`src/rtl/portal_message_assembler_pkg.sv`:
```
// Shared types and header field positions for the portal message assembler.
package portal_msg_pkg;

  localparam int PORTAL_WORD_W = 32;
  localparam int HDR_ID_MSB    = 31;
  localparam int HDR_ID_LSB    = 16;
  localparam int HDR_LEN_MSB   = 15;
  localparam int HDR_LEN_LSB   = 0;

  typedef enum logic [1:0] {
    HDR   = 2'd0,
    BODY  = 2'd1,
    SEND  = 2'd2,
    DRAIN = 2'd3
  } state_e;

  function automatic logic [15:0] hdr_id(input logic [PORTAL_WORD_W-1:0] word);
    return word[HDR_ID_MSB:HDR_ID_LSB];
  endfunction

  function automatic logic [15:0] hdr_len(input logic [PORTAL_WORD_W-1:0] word);
    return word[HDR_LEN_MSB:HDR_LEN_LSB];
  endfunction

  function automatic logic [15:0] sat_inc16(input logic [15:0] value);
    return (value == 16'hFFFF) ? value : value + 16'd1;
  endfunction

endpackage

```
`src/rtl/portal_message_assembler_if.sv`:
```
// Enqueue-style handshake bundle: ENA action, payload, RDY back-pressure.
interface portal_message_assembler_if
  import portal_msg_pkg::*;
#(
  parameter int W = PORTAL_WORD_W
);
  logic         enq__ENA;
  logic [W-1:0] enq_v;
  logic         enq__RDY;

  modport master (output enq__ENA, output enq_v, input enq__RDY);
  modport slave  (input enq__ENA, input enq_v, output enq__RDY);
endinterface

```
`src/rtl/portal_message_assembler.sv`:
```
// Gathers a header word plus payload words into one wide message for the dispatcher.
// Optional feature: ASSEMBLER_LENCHK_EN drops (and counts) messages longer than the buffer.
module portal_message_assembler
  import portal_msg_pkg::*;
#(
  parameter int MAX_WORDS = 3
) (
  input  logic                              CLK,
  input  logic                              RST,
  portal_message_assembler_if.slave         in,
  portal_message_assembler_if.master        pipe,
  output logic                              busy,
  output logic [15:0]                       drop_count
);

  localparam int          MAX_PAYLOAD   = MAX_WORDS - 1;
  localparam logic [15:0] MAX_PAYLOAD_L = 16'(MAX_PAYLOAD);

  state_e                   state_r;
  state_e                   state_next_s;
  logic [PORTAL_WORD_W-1:0] buf_r [MAX_WORDS];
  logic [15:0]              len_r;
  logic [15:0]              count_r;
  logic [15:0]              drop_count_r;
  logic                     accept_s;
  logic                     last_s;
  logic                     hdr_zero_s;
`ifdef ASSEMBLER_LENCHK_EN
  logic                     hdr_over_s;
`endif

  // Word acceptance and length qualifiers
  always_comb begin
    accept_s   = in.enq__ENA && (state_r != SEND);
    last_s     = (count_r == (len_r - 16'd1));
    hdr_zero_s = (hdr_len(in.enq_v) == 16'd0);
`ifdef ASSEMBLER_LENCHK_EN
    hdr_over_s = (hdr_len(in.enq_v) > MAX_PAYLOAD_L);
`endif
  end

  // State register
  always_ff @(posedge CLK) begin
    if (RST) begin
      state_r <= HDR;
    end else begin
      state_r <= state_next_s;
    end
  end

  // Next-state logic
  always_comb begin
    state_next_s = state_r;
    case (state_r)
      HDR: begin
        if (!accept_s) begin
          state_next_s = HDR;
        end else if (hdr_zero_s) begin
          state_next_s = SEND;
`ifdef ASSEMBLER_LENCHK_EN
        end else if (hdr_over_s) begin
          state_next_s = DRAIN;
`endif
        end else begin
          state_next_s = BODY;
        end
      end
      BODY: begin
        if (accept_s && last_s) state_next_s = SEND;
        else                    state_next_s = BODY;
      end
      DRAIN: begin
        if (accept_s && last_s) state_next_s = HDR;
        else                    state_next_s = DRAIN;
      end
      SEND: begin
        if (pipe.enq__RDY) state_next_s = HDR;
        else               state_next_s = SEND;
      end
      default: state_next_s = HDR;
    endcase
  end

  // Message buffer and payload counter; words past the buffer are consumed but not stored
  always_ff @(posedge CLK) begin
    if (RST) begin
      for (int w = 0; w < MAX_WORDS; w++) buf_r[w] <= {PORTAL_WORD_W{1'b0}};
      len_r   <= 16'd0;
      count_r <= 16'd0;
    end else if (accept_s && (state_r == HDR)) begin
      buf_r[0] <= {16'd0, hdr_id(in.enq_v)};
      for (int w = 1; w < MAX_WORDS; w++) buf_r[w] <= {PORTAL_WORD_W{1'b0}};
      len_r   <= hdr_len(in.enq_v);
      count_r <= 16'd0;
    end else if (accept_s && (state_r == BODY)) begin
      for (int w = 1; w < MAX_WORDS; w++) begin
        if (count_r == 16'(w - 1)) buf_r[w] <= in.enq_v;
      end
      count_r <= count_r + 16'd1;
    end else if (accept_s && (state_r == DRAIN)) begin
      count_r <= count_r + 16'd1;
    end else begin
      count_r <= count_r;
    end
  end

`ifdef ASSEMBLER_LENCHK_EN
  // Saturating count of dropped oversize messages, bumped on the last drained word
  always_ff @(posedge CLK) begin
    if (RST) begin
      drop_count_r <= 16'd0;
    end else if (accept_s && (state_r == DRAIN) && last_s) begin
      drop_count_r <= sat_inc16(drop_count_r);
    end else begin
      drop_count_r <= drop_count_r;
    end
  end
`else
  // Truncation mode never drops, so the counter stays at zero
  always_ff @(posedge CLK) begin
    if (RST) begin
      drop_count_r <= 16'd0;
    end else begin
      drop_count_r <= 16'd0;
    end
  end
`endif

  // Output decode; the enqueue is only ever raised while the dispatcher is ready
  always_comb begin
    in.enq__RDY   = (state_r != SEND);
    pipe.enq__ENA = (state_r == SEND) && pipe.enq__RDY;
    busy          = (state_r != HDR);
    drop_count    = drop_count_r;
    pipe.enq_v    = {(MAX_WORDS * PORTAL_WORD_W){1'b0}};
    for (int w = 0; w < MAX_WORDS; w++) begin
      pipe.enq_v[w*PORTAL_WORD_W +: PORTAL_WORD_W] = buf_r[w];
    end
  end

endmodule

```
`src/flat_wrapper.sv`:
```
// flat-port wrapper written by rule: the top's interface ports become plain ports
module portal_message_assembler_flat import portal_msg_pkg::*;
#(
  parameter int MAX_WORDS = 3
)
  (CLK, RST, busy, drop_count, in_enq__ENA, in_enq_v, in_enq__RDY, pipe_enq__ENA, pipe_enq_v, pipe_enq__RDY);
  portal_message_assembler_if #(.W(32)) in_i ();
  portal_message_assembler_if #(.W(((3) * 32))) pipe_i ();
  input  logic CLK;
  input  logic RST;
  output logic busy;
  output logic [15:0] drop_count;
  input wire logic [$bits(in_i.enq__ENA)-1:0] in_enq__ENA;
  input wire logic [$bits(in_i.enq_v)-1:0] in_enq_v;
  output wire logic [$bits(in_i.enq__RDY)-1:0] in_enq__RDY;
  output wire logic [$bits(pipe_i.enq__ENA)-1:0] pipe_enq__ENA;
  output wire logic [$bits(pipe_i.enq_v)-1:0] pipe_enq_v;
  input wire logic [$bits(pipe_i.enq__RDY)-1:0] pipe_enq__RDY;
  assign in_i.enq__ENA = in_enq__ENA;
  assign in_i.enq_v = in_enq_v;
  assign in_enq__RDY = in_i.enq__RDY;
  assign pipe_enq__ENA = pipe_i.enq__ENA;
  assign pipe_enq_v = pipe_i.enq_v;
  assign pipe_i.enq__RDY = pipe_enq__RDY;
  portal_message_assembler #(.MAX_WORDS(MAX_WORDS)) u_core (.CLK(CLK), .RST(RST), .in(in_i), .pipe(pipe_i), .busy(busy), .drop_count(drop_count));
endmodule
```
`config.mk`:
```
export PLATFORM = sky130hd
export DESIGN_NAME = portal_message_assembler_flat
export DESIGN_NICKNAME = d
export VERILOG_FILES = /design/src/rtl/portal_message_assembler_pkg.sv /design/src/rtl/portal_message_assembler_if.sv /design/src/rtl/portal_message_assembler.sv /design/src/flat_wrapper.sv
export SDC_FILE = /design/constraint.sdc
export NUM_CORES = 1
export LEC_CHECK = 0
export ABC_AREA = 1
export CORE_UTILIZATION = 53
export CTS_BUF_LIST = sky130_fd_sc_hd__clkbuf_8
export CTS_CLUSTER_SIZE = 12
export DETAILED_ROUTE_END_ITERATION = 16
export PLACE_DENSITY = 0.87
export SLEW_MARGIN = 0
export SYNTH_ARGS = -nofsm -noshare
export SYNTH_HDL_FRONTEND = slang
export SYNTH_SLANG_ARGS = --single-unit
```
`constraint.sdc`:
```
create_clock -name CLK -period 8.2 [get_ports CLK]
set_clock_uncertainty 0.2 [all_clocks]
set_input_delay 0.82 -clock CLK [delete_from_list [all_inputs] [get_ports CLK]]
set_output_delay 0.82 -clock CLK [all_outputs]
set_load 0.1 [all_outputs]
```
==> results.toml <==
[drt]
drc = 0
wl_per_cell_um = 15.3
firstDrtPassIters = 5
drt_iter0_drc = 444
vias = 4224
detail_route.vias_per_cell = 5.10
wl_mm = 12.7
ant_nets = 0

[clock_tree]
cts_tree = "built"
cts_hold_buf = 0
clock_latency_ns = 0.43
cts_buffer_depth = 2
postCtsResizedCells = 0
cts_max_level = 4
clkTransAtPathRegs_ns = 0.07
root_buffer = "clkbuf_8"
cts_setup_buffers = 0
cts_buffers = 17
cts_sinks = 114

[synthesis]
synth_cell_types = 36
synth_edf_count = 80
synth_area_per_cell_um2 = 9.34
syn_area_um2 = 5240
ys.flop_type = "edfxtp_1"
yosys_warnings = 0
netlist_instances = 561
synth_top_area_share = 0.458
synth_area_leader_cell = "edfxtp_1"
synth-async-reset-ratio = 0
ys_top_cells_by_area = "edfxtp_1 (46%), dfxtp_1 (13%), nor2_1 (9.2%)"
ys_ff_latch = 114
seq_area_frac_synth = 0.588

[floorplan]
io_pins = 151
dieArea_um2 = 10300
rows = 35
core_um2 = 9420
die_w_um = 101
die_h_um = 101
initial_core_util = 0.557

[timing]
finalCriticalPeriod_ns = 4.08
worst_pin_slew_ns = 1.20
max_freq_ghz = 0.245
hold_viol_final = 0
setup_viol = 0
finalSetupTns_ns = 0
finalCritPeriodShare = 0.497
rsz0062_at_grt = "no"
slew_headroom = 0.198
finalMaxSlewViolations = 0

[placed_design]
gp_congestion = 0.877
port_buffers = 118
dp_hpwl_mm = 9.10

[layout]
multi_input_area_um2 = 1660
area_delta_synth_final_pct = 30.2
fill_cells = 626
antennaDiodeCount = 0
final_nets = 727
drive_gt1_frac = 0.0871
register_area_um2 = 3080

[power]
ir_drop_mv = 0.127
p_total_mw = 1.69
leakage_nw = 2.94
power.density_nw_per_um2 = 248

[critical_path]
worstSetupPathType = "input port to register"
end_kind = "register"
required_ns = 8.08
r2r_slack_ns = 4.52
arrival_ns = 3.95
worst-path-max-fanout = 34
worst_setup_path_start_kind = "input port"

[global_route]
grt_pass1_wl_mm = 19.9
antenna_found_initial = 0
grt_max_degree = 35
grt_pass1_vias = 4086
track_usage = 0.260
grt_remaining_overflow = 0

[outcome]
status = "completed"

[worst_hold_path]
hold_path.class = "register to register"

[job]
drv_cap = 0
[registers in the layout, indices dropped and copies added (netlist names)]
name / count
u_core.len_r: 16
u_core.state_r: 2
u_core.count_r: 16
u_core.buf_r: 80
[critical path, stage by stage]
cell and delay [ns]:
clkdlybuf4s50_1 0.50, inv_1 0.06, nor2_1 0.16, nor2_1 0.06, buf_4 0.21, nand4_2 0.62
nand4_2 0.83, nand2_1 0.25, buf_4 0.41
[Yosys cell counts (9+ instances only)]
cell and instances:
nor2_1 128, inv_2 9, a21oi_1 12, inv_1 69, nand3_1 20, nand2_1 83, edfxtp_1 80, o22ai_1 11
buf_4 33, dfxtp_1 34, o21ai_0 16
[cells by family (layout without fill, tap and decap cells)]
logic type	after synthesis	after routing	share of synthesized area
AND/OR/NAND/NOR	263	263	0.219
buffers and inverters	123	231	0.117
other	1	32	0.000715
flip-flops	114	114	0.588
XOR/XNOR	11	11	0.0184
adder cells (fa/ha/maj)	4	4	0.00955
AO/OA/AOI/OAI	45	45	0.0473
[power by group]
group | total (mW) | switching [mW] | internal (mW)
Combinational | 0.477 | 0.383 | 0.0938
Clock | 0.542 | 0.238 | 0.303
Sequential | 0.674 | 0.0192 | 0.655
Total | 1.69 | 0.641 | 1.05
[stage by stage]
step	setup WS, ns	cells	utilization	hold WS (ns)	area [um^2]
floorplan	4.70	592	-	0.249	5360
global placement	3.88	797	0.680	0.276	6400
detailed placement	3.68	797	0.680	0.288	6400
CTS	4.11	829	0.725	0.299	6820
global route	3.89	829	0.725	0.327	6820
finish	4.12	829	0.725	0.311	6820
[layout make-up]
cell class                      count  area share
Clock inverter                     15      0.0271
Timing Repair Buffer              121       0.176
Sequential cell                   114       0.452
Tap cell                          129      0.0237
Multi-Input combinational cell    355       0.244
Clock buffer                       17      0.0343
Inverter                           78      0.0429
[path summary, 6_finish.rpt]
check / startpoint / endpoint / depth (start not counted)
max: in_enq__ENA / u_core.buf_r[1][9] / 9
min: u_core.len_r[15] / u_core.len_r[15] / 2
max reg2reg: u_core.state_r[1] / u_core.buf_r[1][9] / 9
min reg2reg: u_core.len_r[15] / u_core.len_r[15] / 2
[per-layer routing]
| layer | vias up | wire length (um) | GRT usage |
|---|---|---|---|
| met5 | - | 0 | 0 |
| met4 | 0 | 405 | 0.130 |
| met3 | 37 | 1010 | 0.0690 |
| met2 | 230 | 6590 | 0.463 |
| met1 | 1953 | 4660 | 0.287 |
| li1 | 2004 | - | - |
[cells in the final DEF, fill, tap and decap left out, types with 7 or more instances in the layout]
master           count
o22ai_1             11
conb_1              32
nand2_1             83
inv_1               70
clkbuf_8            17
clkdlybuf4s50_1    118
o21ai_0             16
nor2_1             128
nand4_1              7
a21oi_1             12
nand3_1             20
xor2_1               7
dfxtp_1             34
inv_2                9
edfxtp_1            80
Power figures use the tool's default switching activity.
